`config.mk`:
```
export PLATFORM = sky130hd
export DESIGN_NAME = sng_controller
export DESIGN_NICKNAME = d
export VERILOG_FILES = /design/src/rtl/sng_controller_pkg.sv /design/src/rtl/sng_controller_lfsr8.sv /design/src/rtl/sng_controller.sv
export SDC_FILE = /design/constraint.sdc
export NUM_CORES = 1
export LEC_CHECK = 0
export ABC_AREA = 1
export ABC_CLOCK_PERIOD_IN_PS = 2800
export CORE_ASPECT_RATIO = 1.25
export CORE_MARGIN = 4
export CORE_UTILIZATION = 52
export DETAILED_ROUTE_END_ITERATION = 8
export GPL_TIMING_DRIVEN = 0
export PLACE_DENSITY = 0.79
export SYNTH_ARGS = -nofsm -noshare
export SYNTH_HDL_FRONTEND = slang
export SYNTH_SLANG_ARGS = --single-unit
```
`constraint.sdc`:
```
create_clock -name clk -period 2.8 [get_ports clk]
set_input_delay 0.42 -clock clk [delete_from_list [all_inputs] [get_ports clk]]
set_output_delay 0.42 -clock clk [all_outputs]
set_load 0.03 [all_outputs]
```
`src/rtl/sng_controller_pkg.sv`:
```
// Shared definitions for the stochastic number generator controller:
// data width, LFSR feedback taps, FSM state encoding and the LFSR step function.
package sc_pkg;

    localparam int          DW        = 8;
    // Fibonacci taps for x^8+x^6+x^5+x^4+1 (bits 7,5,4,3 of the shift register)
    localparam logic [7:0]  LFSR_TAPS = 8'hB8;
    localparam logic [7:0]  LFSR_ONE  = 8'h01;

    typedef enum logic [1:0] {
        ST_IDLE = 2'd0,
        ST_RUN  = 2'd1,
        ST_DONE = 2'd2
    } state_t;

    function automatic logic [7:0] lfsr_next(input logic [7:0] q);
        return {q[6:0], ^(q & LFSR_TAPS)};
    endfunction

endpackage

```
`src/rtl/sng_controller_lfsr8.sv`:
```
// 8-bit maximal-length Fibonacci LFSR with synchronous load and step enable.
module lfsr8
    import sc_pkg::*;
#(
    parameter logic [7:0] SEED = 8'h01
) (
    input  logic         clk,
    input  logic         rst,
    input  logic         en,
    input  logic         load,
    input  logic [DW-1:0] load_val,
    output logic [DW-1:0] q
);

    logic [DW-1:0] q_r;

    // shift register: load wins over step; holds otherwise
    always_ff @(posedge clk or posedge rst) begin
        if (rst) begin
            q_r <= SEED;
        end else if (load) begin
            q_r <= load_val;
        end else if (en) begin
            q_r <= lfsr_next(q_r);
        end else begin
            q_r <= q_r;
        end
    end

    assign q = q_r;

endmodule

```
`src/rtl/sng_controller.sv`:
```
// Stochastic bitstream generator: emits LEN bits, each 1 when the LFSR value
// is below the latched operand, and counts the ones produced.
module sng_controller
    import sc_pkg::*;
#(
    parameter int         LEN  = 255,
    parameter logic [7:0] SEED = 8'h01
) (
    input  logic          clk,
    input  logic          rst,
    input  logic          start,
    input  logic [DW-1:0] x,
    input  logic          abort,
    input  logic          seed_load,
    input  logic [DW-1:0] seed,
    output logic          busy,
    output logic          bit_valid,
    output logic          bit_out,
    output logic [DW-1:0] ones,
    output logic          done
);

    localparam logic [7:0] LAST_CNT = 8'(LEN - 1);

    state_t        state_r;
    state_t        state_s;
    logic [DW-1:0] x_q_r;
    logic [DW-1:0] ones_r;
    logic [7:0]    cnt_r;
    logic [DW-1:0] lfsr_s;
    logic [DW-1:0] load_val_s;
    logic          accept_s;
    logic          cmp_s;
    logic          lfsr_en_s;
    logic          lfsr_load_s;
    logic          busy_s;
    logic          bit_valid_s;
    logic          bit_out_s;
    logic          done_s;

    assign accept_s    = (state_r == ST_IDLE) && start && !abort;
    assign cmp_s       = (lfsr_s < x_q_r);
    assign lfsr_en_s   = (state_r == ST_RUN);
    assign lfsr_load_s = (state_r == ST_IDLE) && seed_load;
    // a zero seed would lock the LFSR, so it is replaced by 1
    assign load_val_s  = (seed == 8'h00) ? LFSR_ONE : seed;

    lfsr8 #(.SEED(SEED)) u_lfsr (
        .clk      (clk),
        .rst      (rst),
        .en       (lfsr_en_s),
        .load     (lfsr_load_s),
        .load_val (load_val_s),
        .q        (lfsr_s)
    );

    // state register
    always_ff @(posedge clk or posedge rst) begin
        if (rst) begin
            state_r <= ST_IDLE;
        end else begin
            state_r <= state_s;
        end
    end

    // next-state logic; abort outranks both start and run completion
    always_comb begin
        state_s = state_r;
        case (state_r)
            ST_IDLE: begin
                if (accept_s) begin
                    state_s = ST_RUN;
                end else begin
                    state_s = ST_IDLE;
                end
            end
            ST_RUN: begin
                if (abort) begin
                    state_s = ST_IDLE;
                end else if (cnt_r == LAST_CNT) begin
                    state_s = ST_DONE;
                end else begin
                    state_s = ST_RUN;
                end
            end
            ST_DONE: state_s = ST_IDLE;
            default: state_s = ST_IDLE;
        endcase
    end

    // operand latch, bit counter and ones accumulator
    always_ff @(posedge clk or posedge rst) begin
        if (rst) begin
            x_q_r  <= 8'h00;
            ones_r <= 8'h00;
            cnt_r  <= 8'h00;
        end else if (accept_s) begin
            x_q_r  <= x;
            ones_r <= 8'h00;
            cnt_r  <= 8'h00;
        end else if (state_r == ST_RUN) begin
            x_q_r  <= x_q_r;
            ones_r <= ones_r + {7'd0, cmp_s};
            cnt_r  <= cnt_r + 8'd1;
        end else begin
            x_q_r  <= x_q_r;
            ones_r <= ones_r;
            cnt_r  <= cnt_r;
        end
    end

    // output decode from the state register
    always_comb begin
        busy_s      = 1'b0;
        bit_valid_s = 1'b0;
        bit_out_s   = 1'b0;
        done_s      = 1'b0;
        case (state_r)
            ST_RUN: begin
                busy_s      = 1'b1;
                bit_valid_s = 1'b1;
                bit_out_s   = cmp_s;
            end
            ST_DONE: done_s = 1'b1;
            default: begin
                busy_s      = 1'b0;
                bit_valid_s = 1'b0;
                bit_out_s   = 1'b0;
                done_s      = 1'b0;
            end
        endcase
    end

    assign busy      = busy_s;
    assign bit_valid = bit_valid_s;
    assign bit_out   = bit_out_s;
    assign done      = done_s;
    assign ones      = ones_r;

endmodule

```
Word-level counts from Yosys, hierarchy flattened

Cells that the tools add are included.
Widths: inputs -> output; s select.

$add $sub $neg: 2
Magnitude comparators: 1
Equality and inequality tests: 3
Mux-type cells: 14
Reductions and logical operators: 9

Operator list:

| operator            | number |
|---|---|
| $mux 8              | 7 |
| $add 8x1->8         | 1 |
| $add 8x1->8 const B | 1 |
| $eq 8x8->1 const B  | 1 |
| $logic_not 8->1     | 1 |
| $lt 8x8->1          | 1 |
| $reduce_xor 8->1    | 1 |
| $mux 1              | 4 |
| $mux 2              | 2 |
| $pmux 2 s2          | 1 |
| $reduce_bool 2->1   | 2 |
| $logic_and 1x1->1   | 3 |
| $eq 2x1->1 const B  | 1 |
| $eq 2x2->1 const B  | 1 |
| $logic_not 2->1     | 1 |
| $logic_not 1->1     | 1 |

Bits in registers: 34
Output and inout port bits: 12

Longest topological paths before layout

Depth in word-level cells: 5
Gate-level depth with buffers: 17
Mapped depth without buffers: 17

Hierarchy

Synthesis repeated with hierarchy kept, for this count alone.

Cells, all modules: 258
Area total of the unflattened synthesis: 1950.6 um2

Modules (own cells, without submodules):

| module         | times used | cells each | area an instance (um2) |
|---|---|---|---|
| sng_controller | 1          | 196        | 1510.2 |
| lfsr8          | 1          | 62         | 440.4 |

Worst setup path before layout

No wires, ideal clock.

Path type: register -> register
Start point: reg u_lfsr.q_r[5] (netlist: u_lfsr.q[5])
End point: reg ones_r[4] (netlist: ones[4])
Setup time: 0.120 ns
Arrival: 1.862 ns
Slack: 0.818 ns
Cell stages (with the launch flop): 14
Path buffers: 0
Clock period less this slack: 1.982 ns
Cells stage by stage: dfrtp_1 -> ha_1 -> a21oi_1 -> nor2_1 -> nor3_1 -> nand2_1 -> inv_1 -> ha_1 -> ha_1 -> inv_1 -> nor3_1 -> nand3_1 -> nand2_1 -> nor2_1

Word-level cells in the longest chain between the ends: 4

Ends and longest elaborated chain:

| what                   | line                       | RTL |
|---|---|---|
| start, declared        | sng_controller_lfsr8.sv:15 | `logic [DW-1:0] q_r;` |
| start signal, assigned | sng_controller_lfsr8.sv:22 | `q_r <= load_val;` |
| start signal, assigned | sng_controller_lfsr8.sv:24 | `q_r <= lfsr_next(q_r);` |
| start signal, assigned | sng_controller_lfsr8.sv:26 | `q_r <= q_r;` |
| $lt 8x8->1             | sng_controller.sv:42       | `assign cmp_s = (lfsr_s < x_q_r);` |
| $add 8x1->8            | sng_controller.sv:103      | `ones_r <= ones_r + {7'd0, cmp_s};` |
| $mux 8                 | sng_controller.sv:101      | `end else if (state_r == ST_RUN) begin` |
| $mux 8                 | sng_controller.sv:97       | `end else if (accept_s) begin` |
| end signal, assigned   | sng_controller.sv:103      |  |
| end signal, assigned   | sng_controller.sv:107      | `ones_r <= ones_r;` |
| end, declared          | sng_controller.sv:28       | `logic [DW-1:0] ones_r;` |

Every way passes these cells. The select of a mux whose other input is x is not followed.
A chain may end at the register's enable or synchronous reset.

Worst setup path in the final report

Start point: reg x_q_r[5]
End point: out bit_out

Word-level cells in the longest chain between the ends: 2

Ends and longest elaborated chain:

| what                   | line                  | RTL |
|---|---|---|
| start, declared        | sng_controller.sv:27  | `logic [DW-1:0] x_q_r;` |
| start signal, assigned | sng_controller.sv:102 | `x_q_r <= x_q_r;` |
| start signal, assigned | sng_controller.sv:106 | `x_q_r <= x_q_r;` |
| $lt 8x8->1             | sng_controller.sv:42  |  |
| $mux 1                 | sng_controller.sv:118 | `case (state_r)` |
| end, declared          | sng_controller.sv:18  | `output logic bit_out,` |

Every way passes these cells.

==> impl_metrics.ini <==
[worst_setup_path]
critPathTopFamily = buffers and inverters
critPathLaunchType = flip-flop
r2r_cells = 14
path_buf_inv = 2
endpoint_kind = primary output
worst-path-stages = 8
worst_ep_arrival_time_ns = 2.23
crit_chain = inv_1, ha_1, a21oi_1, nor2_1, nor3_1, nand2_1, nor2_1, clkdlybuf4s50_1
path_max_fanout = 2
reg2reg_slack_ns = 0.57
cp_data_required_time_ns = 2.38
cp_slowest_cell = clkdlybuf4s50_1
cpMostUsedCell = nor2_1
worstSetupPathType = reg2out
cpPeakStageDelay_ns = 0.69

[finish]
seq_area_um2 = 852
drive_above_1_share_pct = 6.62
n_antenna_cell = 0
multi_input_area_um2 = 846
post-route-util_pct = 68.7
fin_nets = 318
n_fill_cell = 300
area_delta_synth_final_pct = 26.8

[synth]
yosysTopAreaCell = dfrtp_1
syn_nets = 278
synth_edf_count = 0
synth_area_per_cell_um2 = 7.68
synth-seq-cells = 34
synth_area_leaders = dfrtp_1 (44%), nand2_1 (14%), inv_1 (8.3%)
ys_warn_count = 0
synth.distinct_cells = 20
postSynthCellCount = 246
synth_top_area_share_pct = 43.7
yosysSeqAreaShare_pct = 45.1
synthFlopType = dfrtp_1
synthArstFlopShare_pct = 100
synth_area_um2 = 1890

[outcome]
status = complete, no violations

[power]
power_density_nw_per_um2 = 664
pwr-share-comb_pct = 31.1
pwr-share-seq_pct = 41.0
p_leak_uw = 0.00123
ir_drop_mv = 0.582
switching_share_pct = 33.9
p_int_uw = 1050
pwr-share-clk_pct = 27.9
power_uw = 1590
power.switching_uw = 539

[sta]
hold_viol = 0
final-max-slew-violation-count = 0
rsz0062_at_grt = false
finalCriticalPeriod_ns = 2.65
setup-violations-final = 0
maxSlewHeadroom_pct = 63.4
finalCritPeriodShare_pct = 94.5
fin_tns_setup_ns = 0
clock_skew_ns = 0.0113
fmax_ghz = 0.378
worstMarginPinSlew_ns = 0.546

[detailed_routing]
via_count = 1691
ant_nets = 0
wirelength_mm = 4.07
first_pass_iters = 4
drc = 0
viasPerCell = 5.19
wl_per_cell_um = 12.5
drt_iter0_drc = 85

[global_route]
grt.overflow.total = 0
grt_max_degree = 35
antenna_found_initial = 0
grt_pass1_vias = 1539
grt_pass1_wl_mm = 6.69
groute.usage.overall_pct = 19.5

[clock_tree]
post_cts_resized = 0
post-cts-setup-buffers = 0
clkSinkCount = 34
cts_tree = done
cts_made_buffers = 5
clk_pin_slew_worst_paths_ns = 0.07
cts_hold_buf = 0
insertion_delay_ns = 0.29
clockBufferDepth = 2
cts_root_buffer = clkbuf_8
htreeDepth = 2

[floorplan]
core_region_area_um2 = 3480
die-area_um2 = 4670
start_util_pct = 54.2
fp-row-count = 24
die_h_um = 75.4
io_pins = 33
fp.dieW_um = 61.9

[place]
dpl.hpwl_mm = 2.91
portBuffers = 32
gp_congestion = 0.803

[job]
drv_cap = 0

[worst_hold_path]
hold_class = in2async
-- stage by stage --
stage                     setup WS (ns)  instance area (um2)  hold WS [ns]  std cells
after floorplan                   0.818                 1890         0.449        246
after global placement            0.481                 2260         0.469        317
after detailed placement          0.508                 2260         0.472        317
after CTS                         0.179                 2370         0.494        325
after global routing             0.0462                 2390         0.442        326
final                             0.153                 2390         0.422        326
-- path summary, 6_finish.rpt --
path | start | endpoint
setup / recovery | x_q_r[5]$_DFFE_PP0P_ | bit_out
hold / removal | rst | ones[7]$_DFFE_PP0P_
setup reg to reg | x_q_r[5]$_DFFE_PP0P_ | ones[4]$_DFFE_PP0P_
hold reg to reg | x_q_r[0]$_DFFE_PP0P_ | x_q_r[0]$_DFFE_PP0P_
max in group asynchronous | rst | u_lfsr.q[0]$_DFFE_PP1P_
min in group clk | x_q_r[0]$_DFFE_PP0P_ | x_q_r[0]$_DFFE_PP0P_
-- placed cells by master (no fill, tap or decap), types with 2 or more instances in the layout --
| cell type | n |
|---|---|
| dfrtp_1 | 33 |
| ha_1 | 11 |
| nand3_1 | 16 |
| clkdlybuf4s50_1 | 32 |
| clkinv_2 | 2 |
| o221ai_1 | 7 |
| o21ai_0 | 12 |
| nor2_1 | 21 |
| nor3_1 | 5 |
| o21bai_1 | 2 |
| inv_1 | 41 |
| a21oi_1 | 9 |
| buf_2 | 5 |
| nand4_1 | 6 |
| clkbuf_8 | 5 |
| nand2_1 | 70 |
-- Yosys cell counts (2+ instances only) --
cell / n
o21ai_0: 12
ha_1: 11
o221ai_1: 7
nor2_1: 21
a21oi_1: 9
nand3_1: 16
nand2_1: 70
inv_1: 42
nor3_1: 5
o21bai_1: 2
dfrtp_1: 33
nand4_1: 6
buf_2: 5
-- cells by family (layout without fill, tap and decap cells) --
family	count (synthesis)	count (layout)	synth area share, %
buffers and inverters	48	89	10.1
and+or+nand+nor	122	122	27.5
AOI/OAI and AO/OA	31	31	10.0
DFF	34	34	45.1
adders and majority gates	11	11	7.29
-- power groups by stage --
| stage | Combinational (uW) | Sequential [uW] | Clock (uW) |
|---|---|---|---|
| 6_report | 494 | 653 | 443 |
| 5_1_grt | 570 | 662 | 477 |
| 4_1_cts | 492 | 650 | 452 |
| 3_5_place_dp | 486 | 657 | 0 |
| 3_3_place_gp | 467 | 654 | 0 |
| 2_1_floorplan | 301 | 676 | 0 |
-- state kept, by name (all words and copies together) (netlist names) --
| name | count |
|---|---|
| cnt_r | 8 |
| u_lfsr.q | 8 |
| state_r | 2 |
| ones | 8 |
| x_q_r | 8 |
-- per-layer routing --
layer / GRT usage (%) / vias to the layer above / part of all wire [%]
met5: 0 / - / 0
met4: 7.08 / 0 / 1.4
met3: 4.92 / 8 / 4.7
met2: 31.4 / 47 / 49
met1: 25.3 / 766 / 44
li1: - / 870 / -
-- area by class of cell --
type / instances / area share, %
sequential: 34 / 35.6
multi-input combinational: 164 / 35.3
timing repair buffer: 33 / 14.5
inverter: 42 / 6.59
clock buffer: 5 / 2.88
tap: 39 / 2.04
clock inverter: 3 / 1.67
buffer: 6 / 1.36
-- worst register-to-register path, delay by kind of cell, from the launching register on --
family / cells / cell delay (ns)
buffers and inverters: 3 / 0.19
AND/OR/NAND/NOR: 7 / 0.84
flip-flops: 1 / 0.34
AO/OA/AOI/OAI: 1 / 0.13
adder cells (fa/ha/maj): 3 / 0.64
No activity file was read; power rests on OpenSTA's default activity.
